--- src/rtl/mac_seq_pkg.sv ---
// Shared types and constants for the dot-product sequencer.
package mac_seq_pkg;
  typedef enum logic [2:0] {IDLE, CLEAR, FEED, DRAIN, DONE} state_t;
  localparam int PE_DRAIN_CYCLES = 4;
endpackage

--- src/rtl/mac_seq.sv ---
// Dot-product job sequencer: streams K operand pairs into a PE and captures the sum.
module mac_seq
  import mac_seq_pkg::*;
#(
  parameter int BW    = 8,
  parameter int LEN_W = 8
) (
  input  logic            i_clock,
  input  logic            i_reset,
  input  logic            i_start,
  input  logic [LEN_W-1:0] i_len,
  output logic            o_busy,
  output logic            o_rd_en,
  output logic [LEN_W-1:0] o_rd_addr,
  input  logic [BW-1:0]   i_rd_act,
  input  logic [BW-1:0]   i_rd_wgt,
  output logic [BW-1:0]   o_pe_activation,
  output logic [BW-1:0]   o_pe_weight,
  output logic            o_pe_clear,
  input  logic [2*BW-1:0] i_pe_output,
  output logic [2*BW-1:0] o_result,
  output logic            o_result_valid,
  input  logic            i_result_ready
);
  localparam logic [LEN_W-1:0] DRAIN_LAST = LEN_W'(PE_DRAIN_CYCLES - 1);

  state_t           state, state_n;
  logic [LEN_W-1:0] len_q, cnt;
  logic             rd_valid, clear_q;
  logic [LEN_W-1:0] feed_last;

  assign feed_last = len_q - 1'b1;

  always_ff @(posedge i_clock or posedge i_reset) begin
    if (i_reset) state <= IDLE;
    else         state <= state_n;
  end

  always_comb begin
    state_n = state;
    case (state)
      IDLE:    if (i_start) state_n = CLEAR;
      CLEAR:   state_n = (len_q == '0) ? DRAIN : FEED;
      FEED:    if (cnt == feed_last) state_n = DRAIN;
      DRAIN:   if (cnt == DRAIN_LAST) state_n = DONE;
      DONE:    if (i_result_ready) state_n = i_start ? CLEAR : IDLE;
      default: state_n = IDLE;
    endcase
  end

  // One counter serves both FEED (read address) and DRAIN (latency wait);
  // it restarts at zero on every state change.
  always_ff @(posedge i_clock or posedge i_reset) begin
    if (i_reset) begin
      len_q    <= '0;
      cnt      <= '0;
      rd_valid <= 1'b0;
      clear_q  <= 1'b0;
      o_result <= '0;
    end else begin
      clear_q  <= (state_n == CLEAR);
      rd_valid <= (state == FEED);
      if (state_n == CLEAR) len_q <= i_len;
      if (state != state_n) cnt <= '0;
      else if (state == FEED || state == DRAIN) cnt <= cnt + 1'b1;
      if (state == DRAIN && state_n == DONE) o_result <= i_pe_output;
    end
  end

  assign o_busy         = (state != IDLE);
  assign o_rd_en        = (state == FEED);
  assign o_rd_addr      = o_rd_en ? cnt : '0;
  assign o_pe_clear     = clear_q;
  assign o_result_valid = (state == DONE);
  // Zero operands outside returning reads so idle cycles contribute nothing.
  assign o_pe_activation = rd_valid ? i_rd_act : '0;
  assign o_pe_weight     = rd_valid ? i_rd_wgt : '0;
endmodule

--- config.mk ---
export PLATFORM = sky130hd
export DESIGN_NAME = mac_seq
export DESIGN_NICKNAME = d
export VERILOG_FILES = /design/src/rtl/mac_seq_pkg.sv /design/src/rtl/mac_seq.sv
export SDC_FILE = /design/constraint.sdc
export NUM_CORES = 1
export LEC_CHECK = 0
export CORE_MARGIN = 2
export CORE_UTILIZATION = 35
export DETAILED_ROUTE_END_ITERATION = 16
export PLACE_DENSITY = 0.76
export SLEW_MARGIN = 20
export SYNTH_ARGS = -nofsm -noshare
export SYNTH_HDL_FRONTEND = slang
export SYNTH_SLANG_ARGS = --single-unit
--- constraint.sdc ---
create_clock -name i_clock -period 2.67 [get_ports i_clock]
set_input_delay 0.6675 -clock i_clock [delete_from_list [all_inputs] [get_ports i_clock]]
set_output_delay 0.6675 -clock i_clock [all_outputs]
set_load 0.03 [all_outputs]
==> flow_summary.ini, run 1 <==
[hold_path]
hold_path_class = reg -> reg

[layout]
seqCellArea_sq_um = 926
drive_gt1_frac = 0.162
n_antenna_cell = 0
area_delta_synth_final_pct = 51.7
multi_input_area_sq_um = 1140
fillers = 532
mostFrequentLayoutCells = 87 x clkdlybuf4s50_1, 37 x dfrtp_1, 26 x nand2_1, 26 x and2_1, 11 x a21oi_1
final_common_cell = clkdlybuf4s50_1
final_nets = 342

[timing]
setup_viol = 0
period_minus_slack_ps = 2590
max_freq_mhz = 386
slew_violations = 0
worst_slew_pin_slew_ps = 494
min_period_over_period = 0.971
clock_skew_ps = 5.85
finalHoldViolCount = 0
fin_tns_setup_ps = 0
rsz0062_at_grt = false
relSlewSlack = 0.668

[routing]
drc = 0
dr.first_iter.drc_count = 85
avgRoutedWirePerCell_um = 13.4
vias = 1806
drtPass1Iterations = 4
viasPerCell = 4.85
ant_nets = 0
totalWireLength_um = 4990

[grt]
grt_max_degree = 38
grt_overflow = 0
grt_pass1_wl_um = 7720
grt_use_total = 0.147
grt_pass1_vias = 1654
antenna_found_initial = 0

[critical_path]
cp.required_ps = 2000
slowest_stage = clkdlybuf4s50_1
cp_slowest_stage_delay_ps = 670
path_cells = clkdlybuf4s50_1 > and2_1 > clkdlybuf4s50_1
crit_path_start_kind = primary input
cp.arrival_ps = 1930
path_class = in -> out
cpMostUsedCell = clkdlybuf4s50_1
end_kind = output port
crit_path_max_fanout = 1

[floorplanning]
core_sq_um = 5920
die_y_um = 82.2
die_w_um = 82.2
die_area_sq_um = 6760
io_pins = 88
fp-row-count = 28
start_util = 0.362

[synthesis]
ys_types = 48
synthesis.area_sq_um = 2140
async_flop_share = 1.00
synth_edf_count = 0
synthTopCellsByArea = dfrtp_1 43%, and2_1 7.6%, mux2_4 6.3%
synth_top_area_share = 0.432
synth_nets = 248
yosys.area.top_type = dfrtp_1
syn_area_per_cell_sq_um = 10.6
yosysWarningCount = 0
synthCells = 202
ys_seq_area_frac = 0.432
ys_seq_elements = 37
synthFlopType = dfrtp_1

[clock_network]
clk_latency_ps = 290
cts_tree = done
post_cts_resized = 0
numCtsBuffers = 5
htree_levels = 2
root_buffer = clkbuf_8
clock_path_buffers = 2
clock-sinks = 37
clkTransAtPathRegs_ps = 70

[power_and_ir_drop]
ir_worst_vdd_v = 0.000565
pwr-share-seq = 0.272
p_sw_w = 0.00172
total_power_w = 0.00395
sw_frac_of_total = 0.436
leakage_nw = 1.38
p_clk_frac = 0.124
power_density_nw_per_um2 = 1220
p_comb_frac = 0.604
p_int_w = 0.00222

[place]
dp_hpwl_um = 3750
place.gp.congestion = 0.825
port-buffer-count = 87

[status]
outcome = finished clean

[flow_run]
maxCapViolCount = 0
-- critical path, delay by kind of cell --
kind | cells | cell delay, ps
AND/OR/NAND/NOR | 1 | 120
buffers and inverters | 2 | 1140
-- per-layer routing --
metal / track usage / part of all wire
met1: 0.193 / 0.44
met2: 0.235 / 0.46
met3: 0.0511 / 0.10
met4: 0.0300 / 0.0080
met5: 0 / 0
-- cell usage after synthesis, types with 4 or more instances --
cell and n:
nor2_1 6, mux2_2 7, xor2_1 10, nand3_1 6, xnor2_1 6, and2_1 26
dfrtp_1 37, inv_1 5, nand2_1 26, a21oi_1 11, clkbuf_1 4, mux2_4 9
-- cell families (layout without fill, tap and decap cells) --
family	after synthesis	in the layout	share of synthesized area
simple gates	87	87	0.250
flops	37	37	0.432
compound gates	28	28	0.0976
xor+xnor	16	16	0.0655
fa+ha+maj	2	2	0.0117
buf+inv	14	109	0.0333
mux	18	18	0.109
-- cell type report --
cell class	count	share of cell area
Clock buffer	5	0.0212
Clock inverter	3	0.0143
Inverter	5	0.00578
Multi-Input combinational cell	151	0.352
Sequential cell	37	0.285
Tap cell	75	0.0289
Timing Repair Buffer	96	0.293
-- repair_timing --
| action | 4_1_cts | 5_1_grt |
|---|---|---|
| endpoints found under the hold margin | 0 | 0 |
| setup buffers | 2 | 0 |
| endpoints found under the setup margin | 8 | 0 |
| hold buffers | 0 | 0 |
-- path summary, 6_finish.rpt --
check	startpoint	to	slack, ps	cells past startpoint
min in group asynchronous	i_reset	o_result[10]	780	3
worst max-delay path	i_rd_act[0]	o_pe_activation[0]	80	3
worst max register to register	len_q[0]	state[0]	380	7
worst min register to register	o_result[14]	o_result[14]	510	1
worst min-delay path	o_result[14]	o_result[14]	510	1
max in group asynchronous	i_reset	cnt[0]	1560	3
-- power by group through the flow --
| stage | Clock [W] | Sequential, W | Combinational (W) |
|---|---|---|---|
| after global routing | 0.000527 | 0.00112 | 0.00256 |
| after global placement | 0 | 0.00108 | 0.00228 |
| after floorplan | 0 | 0.00126 | 0.00134 |
| final | 0.000490 | 0.00107 | 0.00238 |
| after CTS | 0.000507 | 0.00108 | 0.00240 |
| after detailed placement | 0 | 0.00109 | 0.00232 |
-- per-stage QoR --
| step | area (sq um) | hold slack, ps | setup slack, ps | utilization | cells |
|---|---|---|---|---|---|
| final | 3250 | 506 | 76.3 | 0.549 | 372 |
| after global routing | 3250 | 530 | 7.75 | 0.549 | 372 |
| after CTS | 3250 | 512 | 65.4 | 0.549 | 372 |
| after detailed placement | 3110 | 494 | 65.4 | 0.525 | 362 |
| after global placement | 3110 | 488 | 65.8 | 0.525 | 362 |
| after floorplan | 2140 | 490 | 429 | - | 202 |
-- flip-flops by register name (all words and copies together) (netlist names) --
register	flops
len_q	8
o_result	16
state	3
rd_valid	1
o_pe_clear	1
cnt	8
Note: power is estimated with default switching activity, not from simulation.
==> run 2: changes to the inputs <==
ABC_AREA = 1   (was not set)
PLACE_DENSITY = 0.77   (was 0.76)
==> run 2 against run 1 <==
Via count rose by 4.9%. Total power is 18% lower. Global-route usage up 1.4 points. Clock skew decreased by 1.1 ps. Critical path depth increased by 1. Wire length down 2.1%. Flip-flop and latch count unchanged. Sequential share of layout area rose by 1.5 points. Clock-buffer cell count up 1. Sequential power down 10%. Synthesized cell count increased by 26%. Largest cell class unchanged. Combinational power down 20%.
==> flow_summary.ini, run 2 <==
[status]
outcome = finished clean

[floorplanning]
start_util = 0.368
die_y_um = 80.6
die_area_sq_um = 6490
fp-row-count = 27
die_w_um = 80.6
core_sq_um = 5570
io_pins = 88

[clock_network]
htree_levels = 2
clk_latency_ps = 290
cts_setup_buffers = 0
cts_tree = done
root_buffer = clkbuf_8
numCtsBuffers = 5
clock_path_buffers = 2
clock-sinks = 37
post_cts_resized = 0
cts_hold_buf = 0
clkTransAtPathRegs_ps = 70

[hold_path]
worst_hold_path.endpoint = o_result[2]
holdPathStages = 1
hold_path_class = reg -> reg
holdCritStartpoint = o_result[2]

[power_and_ir_drop]
p_comb_frac = 0.589
power_density_nw_per_um2 = 1050
ir_worst_vdd_v = 0.000704
pwr-share-seq = 0.297
p_sw_w = 0.00151
p_int_w = 0.00174
sw_frac_of_total = 0.464
leakage_nw = 1.53
p_clk_frac = 0.114
total_power_w = 0.00325

[synthesis]
async_flop_share = 1.00
synthCells = 254
yosys.area.top_type = dfrtp_1
synthFlopType = dfrtp_1
synth_top_area_share = 0.451
ys_seq_elements = 37
ys_types = 27
synth_nets = 300
syn_area_per_cell_sq_um = 8.08
yosysWarningCount = 0
ys_seq_area_frac = 0.451
synthTopCellsByArea = dfrtp_1 45%, nand2_1 12%, mux2_2 8.2%
synthesis.area_sq_um = 2050
synth.most_common_cell = nand2_1
synth_common_cells = 68 x nand2_1, 38 x inv_1, 37 x dfrtp_1
synth_edf_count = 0

[critical_path]
path_cells = clkdlybuf4s50_1 > nand2_1 > inv_1 > clkdlybuf4s50_1
crit_path_max_fanout = 1
cpMostUsedCell = clkdlybuf4s50_1
slowest_stage = clkdlybuf4s50_1
rrSetupSlack_ps = 830
worstReg2RegStart = len_q[0]
cp.arrival_ps = 1920
end_kind = output port
crit_path_start_kind = primary input
path_class = in -> out
rr_worst_depth = 15
cp.required_ps = 2000
cp_slowest_stage_delay_ps = 670
reg2reg_to = cnt[1]

[grt]
grt_overflow = 0
grt_pass1_wl_um = 8130
grt_pass1_vias = 1870
grt_max_degree = 38
antenna_found_initial = 0
grt_use_total = 0.162

[layout]
largest_reg_flops = 16
drive_gt1_frac = 0.142
n_antenna_cell = 0
fillers = 502
reg.largest.list = o_result (16), cnt (8), len_q (8)
final_nets = 390
mostFrequentLayoutCells = 83 x clkdlybuf4s50_1, 68 x nand2_1, 38 x inv_1
top_register = o_result
area_delta_synth_final_pct = 50.4
final_common_cell = clkdlybuf4s50_1
finalNonFillerCells = 417
final_util = 0.554

[flow_run]
maxCapViolCount = 0

[routing]
ant_nets = 0
vias = 1894
viasPerCell = 4.54
dr.first_iter.drc_count = 35
drtPass1Iterations = 4
avgRoutedWirePerCell_um = 11.7
drc = 0
totalWireLength_um = 4890

[timing]
clock_skew_ps = 4.80
finalHoldViolCount = 0
period_minus_slack_ps = 2590
hold_slack_ps = 507
relSlewSlack = 0.682
fin_tns_setup_ps = 0
slew_violations = 0
setup_viol = 0
rsz0062_at_grt = false
max_freq_mhz = 386
min_period_over_period = 0.970
worst_slew_pin_slew_ps = 477

[place]
dp_cells = 409
port-buffer-count = 87
place.gp.congestion = 0.865
dp_hpwl_um = 3780
run 2: cell count changes in the layout (fill, tap and decap cells not counted), sizes merged, moves of 8 or more:
cell,before,now
nand2,26,74
nor2,6,35
inv,5,43
buf,9,1
and2,27,0
a21oi,11,0
run 2: how the worst max path moves through the flow:
stage	startpoint	endpoint	slack, ps	depth (start not counted)
after floorplan	state[2]	o_rd_addr[0]	780	4
after global placement	i_rd_wgt[5]	o_pe_weight[5]	70	4
after detailed placement	i_rd_wgt[5]	o_pe_weight[5]	70	4
after CTS	state[2]	o_rd_addr[1]	40	4
after global routing	state[2]	o_rd_addr[7]	5	4
final	i_rd_wgt[2]	o_pe_weight[2]	80	4
run 2: cell families after synthesis:
kind of cell | Yosys count | synth area share
compound gates | 13 | 0.0378
mux | 16 | 0.0878
xor+xnor | 9 | 0.0384
flops | 37 | 0.451
fa+ha+maj | 2 | 0.0122
simple gates | 128 | 0.279
buf+inv | 49 | 0.0933
run 2: cell type report:
cell class | instances | area [sq um] | share of cell area
multi-input cells | 168 | 935 | 0.303
flip-flops and latches | 37 | 926 | 0.300
repair buffers | 88 | 888 | 0.288
inverters | 44 | 165 | 0.0535
well taps | 72 | 90.1 | 0.0292
clock buffers | 6 | 72.6 | 0.0235
clock inverters | 2 | 10.0 | 0.00324
run 2: critical path: cells and delay by family:
family | cells | cell delay, ps
simple gates | 1 | 50
buf+inv | 3 | 1200
run 2: power groups by stage:
| stage | logic [W] | registers, W | clock network (W) |
|---|---|---|---|
| global route | 0.00209 | 0.000998 | 0.000407 |
| floorplan | 0.00103 | 0.00118 | 0 |
| global placement | 0.00189 | 0.000963 | 0 |
| finish | 0.00191 | 0.000963 | 0.000372 |
| CTS | 0.00193 | 0.000968 | 0.000395 |
| detailed placement | 0.00192 | 0.000976 | 0 |
run 2: layer usage:
metal	vias up	GRT usage	share of wire
met3	7	0.0730	0.12
met4	0	0.0559	0.015
li1	956	-	-
met5	-	0	0
met1	847	0.173	0.41
met2	84	0.282	0.46
run 2: per-stage QoR:
step	worst slack (ps)	area [sq um]
floorplan	777	2050
global placement	69.1	2990
detailed placement	66.5	2990
CTS	36.1	3080
global route	5.45	3090
finish	80.2	3090
==> RTL change, RTL diff (config.mk and constraints of run 2) <==
Re-encode `state_t` (5 states) as one-hot, 5 bits wide.
--- a/src/rtl/mac_seq_pkg.sv
+++ b/src/rtl/mac_seq_pkg.sv
@@ -1,6 +1,6 @@
 // Shared types and constants for the dot-product sequencer.
 package mac_seq_pkg;
-  typedef enum logic [2:0] {IDLE, CLEAR, FEED, DRAIN, DONE} state_t;
+  typedef enum logic [4:0] {IDLE = 5'b00001, CLEAR = 5'b00010, FEED = 5'b00100, DRAIN = 5'b01000, DONE = 5'b10000} state_t;
   localparam int PE_DRAIN_CYCLES = 4;
 endpackage
 
Formal check against the unedited RTL: no difference found for any inputs over 10 cycles, from zero or initial values and one cycle with i_reset high; not proved beyond that.
==> RTL change against run 2 <==
Sequential cell count rose by 2. Final area rose by 7.1%. Area after synthesis rose by 8.5%. Routed wire length rose by 9.0%. Setup slack improved by 0.0067 ns. Power fell by 27%. Combinational power fell by 42%. Register-to-register slack got worse by 0.16 ns. Worst hold slack got worse by 0.0065 ns.
==> RTL change: results (changes against run 2) <==
• status: finished, final reports clean, unchanged
• worst clock skew on the final layout: 0.007643 ns, was 0.004797 ns
• total number of vias: 2,095, was 1,894
• worst r2r dst: cnt[6], was cnt[1]
• total length of routed wires: 5.330 mm, was 4.888 mm
• Internal: 1.342 mW, was 1.741 mW
• Metal-1 WL: 2.283 mm, was 1.985 mm
• starting density of the core: 0.3567, was 0.3681
• detailed placement HPWL: 4.235 mm, was 3.783 mm
• routed wire length on met3: 468 µm, was 595 µm
• count of routing violations after the opening detailed-route iteration: 108, was 35
• Layout fillers: 601, was 502
• end point of the most critical hold path: o_result[4], was o_result[2]
• Static Leakage: 1.662 nW, was 1.528 nW
• All-Layer GR Usage: 0.1605, was 0.1617
• cell types occupying the most area after synthesis: dfrtp_1, nand2_1, inv_1, was dfrtp_1, nand2_1, mux2_2
• hold path start: o_result[4], was o_result[2]
• Resized Gates After CTS: 5, was 0
• largest net degree at the start of global routing: 19, was 38
• met3 layer usage reported by global route: 0.05737, was 0.07303
• fraction of layout cells with a size suffix above 1: 0.1294, was 0.1420
• met2 GRT Util: 0.2793, was 0.2817
• pin slew with the least headroom to its limit: 0.6275 ns, was 0.4774 ns
• Comb. pwr: 1.11 mW, was 1.91 mW
• final net count: 417, was 390
[RTL change: cell types whose count changed in the layout (fill, tap and decap cells not counted), moves of 3 or more]
cell             change
mux2_1               +9
mux2_2               -9
clkdlybuf4s50_1      -5
dlygate4sd2_1        +5
nand2_1              +5
nor2_1               +5
buf_4                +3
inv_2                +3
nand2_2              -3
nand3_1              +3
o21ai_1              +3
[RTL change: worst max-delay path, stage by stage]
cell             delay (ns)
clkdlybuf4s50_1        0.45
nand2_1                0.06
inv_1                  0.07
clkdlybuf4s50_1        0.66
[RTL change: stage by stage]
| stage | hold slack [ns] | power [mW] | area [µm²] | cells | worst slack [ns] |
|---|---|---|---|---|---|
| finish | 0.5006 | 2.355 | 3304 | 448 | 0.08695 |
| global route | 0.5137 | 2.546 | 3304 | 448 | 0.01796 |
| CTS | 0.5036 | 2.376 | 3294 | 448 | 0.001935 |
| detailed placement | 0.4843 | 1.943 | 3206 | 440 | 0.08044 |
| global placement | 0.4744 | 1.913 | 3206 | 440 | 0.08696 |
| floorplan | 0.5598 | 1.594 | 2226 | 276 | 0.3016 |
[RTL change: cells by family (layout without fill, tap and decap cells)]
group / count (synthesis) / after routing / synth area share
AO/OA/AOI/OAI: 19 / 19 / 0.04891
XOR/XNOR: 8 / 8 / 0.03148
adder cells (fa/ha/maj): 3 / 3 / 0.01687
buffers and inverters: 51 / 146 / 0.08713
flip-flops: 39 / 39 / 0.4390
multiplexers: 16 / 16 / 0.08094
AND/OR/NAND/NOR: 140 / 140 / 0.2957
[RTL change: area by class of cell]
type                            count  share of cell area
Multi-Input combinational cell    186              0.3192
Sequential cell                    39              0.2957
Timing Repair Buffer               91              0.2738
Inverter                           47             0.05339
Tap cell                           77             0.02916
Clock buffer                        7             0.02613
Clock inverter                      1            0.002651
